File: src/rtl/mem_arbiter.sv
// Single-port RAM arbiter between instruction fetch and data access.
// Data wins ties; one transaction in flight, aborted after TIMEOUT_CYC waits.
module mem_arbiter #(
    parameter int TIMEOUT_CYC = 255
) (
    input  logic        clk,
    input  logic        rst,
    input  logic        ice,
    input  logic [31:0] iaddr,
    output logic [31:0] inst,
    input  logic        dce,
    input  logic [31:0] daddr,
    input  logic [3:0]  we,
    input  logic [31:0] din,
    output logic [31:0] dm,
    input  logic        flush,
    output logic        ram_ce,
    output logic [31:0] ram_addr,
    output logic [3:0]  ram_we,
    output logic [31:0] ram_wdata,
    input  logic [31:0] ram_rdata,
    input  logic        ram_ack,
    output logic        stallreq_arb,
    output logic        bus_err
);

    typedef enum logic [1:0] {IDLE, D_WAIT, I_WAIT} state_t;

    localparam logic [7:0] LAST_WAIT = 8'(TIMEOUT_CYC - 1);

    state_t     state;
    state_t     state_nx;
    logic       d_done;
    logic       i_done;
    logic       drop;
    logic [7:0] wait_cnt;
    logic       issue_d;
    logic       issue_i;
    logic       fin;
    logic       tmo;

    assign stallreq_arb = (dce & ~d_done) | (ice & ~i_done);

    always_ff @(posedge clk) begin
        if (rst) state <= IDLE;
        else     state <= state_nx;
    end

    always_comb begin
        state_nx = state;
        issue_d  = 1'b0;
        issue_i  = 1'b0;
        fin      = 1'b0;
        tmo      = 1'b0;
        unique case (state)
            IDLE: begin
                if (dce && !d_done) begin
                    issue_d  = 1'b1;
                    state_nx = D_WAIT;
                end else if (ice && !i_done && !flush) begin
                    issue_i  = 1'b1;
                    state_nx = I_WAIT;
                end
            end
            D_WAIT, I_WAIT: begin
                // an ack in the final wait cycle beats the timeout
                if (ram_ack) begin
                    fin      = 1'b1;
                    state_nx = IDLE;
                end else if (wait_cnt == LAST_WAIT) begin
                    tmo      = 1'b1;
                    state_nx = IDLE;
                end
            end
            default: state_nx = IDLE;
        endcase
    end

    always_ff @(posedge clk) begin
        if (rst) begin
            ram_ce    <= 1'b0;
            ram_addr  <= 32'h0;
            ram_we    <= 4'h0;
            ram_wdata <= 32'h0;
            inst      <= 32'h0;
            dm        <= 32'h0;
            d_done    <= 1'b0;
            i_done    <= 1'b0;
            wait_cnt  <= 8'h0;
            bus_err   <= 1'b0;
            drop      <= 1'b0;
        end else begin
            bus_err <= 1'b0;
            // pipeline advanced: forget completions so new requests issue
            if (!stallreq_arb) begin
                d_done <= 1'b0;
                i_done <= 1'b0;
            end
            drop <= (state == I_WAIT) && (state_nx == I_WAIT) && (drop || flush);
            if (issue_d) begin
                ram_ce    <= 1'b1;
                ram_addr  <= daddr;
                ram_we    <= we;
                ram_wdata <= din;
                wait_cnt  <= 8'h0;
            end else if (issue_i) begin
                ram_ce   <= 1'b1;
                ram_addr <= iaddr;
                ram_we   <= 4'h0;
                wait_cnt <= 8'h0;
            end else if (fin) begin
                ram_ce   <= 1'b0;
                wait_cnt <= 8'h0;
                if (state == D_WAIT) begin
                    if (ram_we == 4'h0) dm <= ram_rdata;
                    d_done <= 1'b1;
                end else if (!(drop || flush)) begin
                    inst   <= ram_rdata;
                    i_done <= 1'b1;
                end
            end else if (tmo) begin
                ram_ce   <= 1'b0;
                bus_err  <= 1'b1;
                wait_cnt <= 8'h0;
                if (state == D_WAIT) begin
                    dm     <= 32'h0;
                    d_done <= 1'b1;
                end else begin
                    inst   <= 32'h0;
                    i_done <= 1'b1;
                end
            end else if (state != IDLE) begin
                wait_cnt <= wait_cnt + 8'h1;
            end
        end
    end

endmodule

File: config.mk
export PLATFORM = sky130hd
export DESIGN_NAME = mem_arbiter
export DESIGN_NICKNAME = d
export VERILOG_FILES = /design/src/rtl/mem_arbiter.sv
export SDC_FILE = /design/constraint.sdc
export NUM_CORES = 1
export LEC_CHECK = 0
export ABC_AREA = 1
export CAP_MARGIN = 10
export CELL_PAD_IN_SITES_DETAIL_PLACEMENT = 0
export CELL_PAD_IN_SITES_GLOBAL_PLACEMENT = 1
export CORE_ASPECT_RATIO = 0.5
export CORE_MARGIN = 2
export CORE_UTILIZATION = 32
export DETAILED_ROUTE_END_ITERATION = 7
export HOLD_SLACK_MARGIN = 0.12
export PLACE_DENSITY_LB_ADDON = 0.15
export SYNTH_ARGS = -nofsm -noshare
export SYNTH_HDL_FRONTEND = slang
export SYNTH_SLANG_ARGS = --single-unit
File: constraint.sdc
create_clock -name clk -period 3.7 [get_ports clk]
set_input_delay 0.74 -clock clk [delete_from_list [all_inputs] [get_ports clk]]
set_output_delay 0.74 -clock clk [all_outputs]
set_load 0.05 [all_outputs]
==> reports/qor.csv <==
metric,value,unit
outcome,"finished, final reports clean",
dpl hpwl,14.3,mm
share of the synthesized area in the top cell type,0.453,
Worst Slack Setup Final,1170,ps
Via density,4.64,
adder-cell share of the synthesized area,0.0115,
area of the multi-input gates,0.00305,mm^2
CTS tree,built,
Post-Synth XOR/XNOR Area,0.00674,
post-synthesis register bit count,147,
fin nets,1268,
area of the mapped netlist,0.00650,mm^2
placed insts,1371,
Inserted Clock Buffers,17,
Synth Area in Compound Gates,0.106,
Post-Synthesis Cells,887,
"Worst Path Class, Setup",register to register,
deepest clock path buffer count,2,
final std cells w/o fill,1404,
H-tree depth,4,
Post-synth top flop,dfxtp_1,
"Setup Fix Bufs, Post-CTS",0,
FF/Latch Area,0.00294,mm^2
# clock sinks,147,
Clk pwr share,0.362,
"Distinct cells, synth",33,
largest family of logic cells by synthesized area,simple AND/OR/NAND/NOR gates,
Skew-Pair Late Insertion Delay,420,ps
Pre-antenna DRT Iters,4,
final hold violations,0,
vias in the first global route,6150,
Layout Skew,14.0,ps
die width,206,um
Setup TNS,0,ps
Max Transition Viols Final,0,
Max VDD drop,0.313,mV
remaining antenna violation count,0,
Synth Warn #,0,
I/O Buffers,272,
hold_ws,461,ps
Leak Pwr,4.34,nW
post-route design area,0.00996,mm^2
minimum clock period,2530,ps
drt drc,0,
placement-stage cell area,0.00938,mm^2
CTS-repair resized insts,0,
Startpoint Class,register,
highest clock rate,395,MHz
"Max FO, Critical Path",65,
"Setup violations, final",0,
Post-Syn Nets,1031,
sw frac,0.331,
RSZ-0062 raised after global routing,false,
Comb pwr share,0.267,
initial DRC count,332,
Routed wire per std cell,14.8,um
post-synthesis simple-gate area fraction,0.341,
total congestion overflow,0,
Switching Power,0.00157,W
cts hold-fix bufs,0,
effective utilization at floorplan,0.330,
Slew headroom,0.406,
sequential power share,0.370,
Area Overhead vs Synth,53.3,%
clock transition at the registers of the reported paths,70,ps
# Max-Cap Violations,0,
worst path arrival time,2840,ps
Worst Path Required,4010,ps
Power Dens Cells,475,mW/mm^2
mux cell area share after synthesis,0,
worst-margin pin slew,889,ps
Placer Congestion,0.737,
root buf cell,clkbuf_16,
pin count of the biggest net entering global routing,66,
initial antenna violation count,2,
P_int,0.00317,W
core box area,0.0197,mm^2
Place WS,940,ps
Core Rows,36,
largest area contributor in the netlist,dfxtp_1,
drt total wl,20.7,mm
Synth area leaders,"dfxtp_1, nand2_1, nand3_1",
Tcrit/Tclk final,0.684,
worst hold path cell count,2,
worst min path class,register to register,
Post-synth EDFFs,0,
Vias,6508,
async set or reset register ratio after synthesis,0,
I/O pin cnt,273,
Die Height,105,um
syn_area_per_cell,7.33,um^2
gr usage total,0.191,
layout cells sized above 1,0.0704,
CP endpoint kind,register,
FF-to-FF path depth,7,
first-pass GRT wire length,32.5,mm
total die area,0.0215,mm^2
Filler cells,1933,
sequential-to-total area share from yosys stat,0.453,
[power groups by stage]
| stage | clock [W] | combinational [W] | sequential (W) |
|---|---|---|---|
| 2_1_floorplan | 0 | 0.000438 | 0.00215 |
| 6_report | 0.00171 | 0.00127 | 0.00175 |
| 4_1_cts | 0.00176 | 0.00128 | 0.00175 |
| 3_3_place_gp | 0 | 0.00127 | 0.00178 |
| 3_5_place_dp | 0 | 0.00127 | 0.00179 |
| 5_1_grt | 0.00183 | 0.00135 | 0.00177 |
[final cells by class]
cell class,count,area share
Multi-Input combinational cell,615,0.307
Clock buffer,20,0.0448
Antenna cell,1,0.000251
Sequential cell,147,0.295
Timing Repair Buffer,282,0.283
Inverter,61,0.0234
Clock inverter,12,0.0132
Tap cell,266,0.0334
[Yosys cell counts, types with 2 or more instances]
library cell,instances
nand2_1,210
dfxtp_1,147
nand3_1,144
nor2_1,112
a21oi_1,65
inv_1,58
o211a_1,32
clkbuf_1,30
buf_2,27
nor2_2,21
ha_1,6
xor2_1,4
buf_1,3
nand2_2,3
nand3_4,3
buf_4,2
inv_2,2
nor3_1,2
o21ai_0,2
[cell families after synthesis]
| kind of cell | count (synthesis) |
|---|---|
| and+or+nand+nor | 502 |
| buffers and inverters | 125 |
| AOI/OAI and AO/OA | 102 |
| DFF | 147 |
| xor gates and xnor gates | 5 |
| adders and majority gates | 6 |
[worst max-delay path, cell delays in order (launching register included)]
cell     delay, ps
dfxtp_1        330
inv_1          100
ha_2           520
inv_1          280
a21oi_4        260
buf_4          560
nand3_1        170
o211a_1        150
[state kept, by name, indices dropped and copies added, names as in the netlist]
register / cells
state: 2
i_done: 1
ram_wdata: 32
bus_err: 1
ram_addr: 32
inst: 32
wait_cnt: 8
dm: 32
d_done: 1
ram_ce: 1
drop: 1
ram_we: 4
[placed cells by master, fill, tap and decap left out, types with 2 or more instances in the layout]
master,instances
clkdlybuf4s50_1,271
nand2_1,209
dfxtp_1,147
nand3_1,144
nor2_1,110
a21oi_1,65
inv_1,58
o211a_1,32
nor2_2,21
clkbuf_16,17
buf_4,9
ha_1,5
clkinv_2,4
nand2_2,4
xor2_1,4
clkinvlp_4,4
nor2_4,3
nand3_4,3
nor3_1,2
o21ai_0,2
clkbuf_1,2
bufinv_16,2
clkinv_4,2
buf_12,2
[through the flow]
stage | utilization | power, W
floorplan | - | 0.00259
global placement | 0.477 | 0.00306
detailed placement | 0.477 | 0.00306
CTS | 0.506 | 0.00479
global route | 0.506 | 0.00495
finish | 0.506 | 0.00473
[worst paths after layout]
| check | start | to | slack [ps] |
|---|---|---|---|
| max | state[1] | ram_addr[6] | 1170 |
| min | ram_wdata[25] | ram_wdata[25] | 460 |
| max reg2reg | state[1] | ram_addr[6] | 1170 |
| min reg2reg | ram_wdata[25] | ram_wdata[25] | 460 |
[metal layers]
metal  up-vias  global-route usage  wire [um]
li1       3334                   -          -
met1      2978               0.241       9320
met2       171               0.306       9440
met3        23              0.0696       1690
met4         2              0.0534        273
met5         -                   0         10
Power figures use the tool's default switching activity.
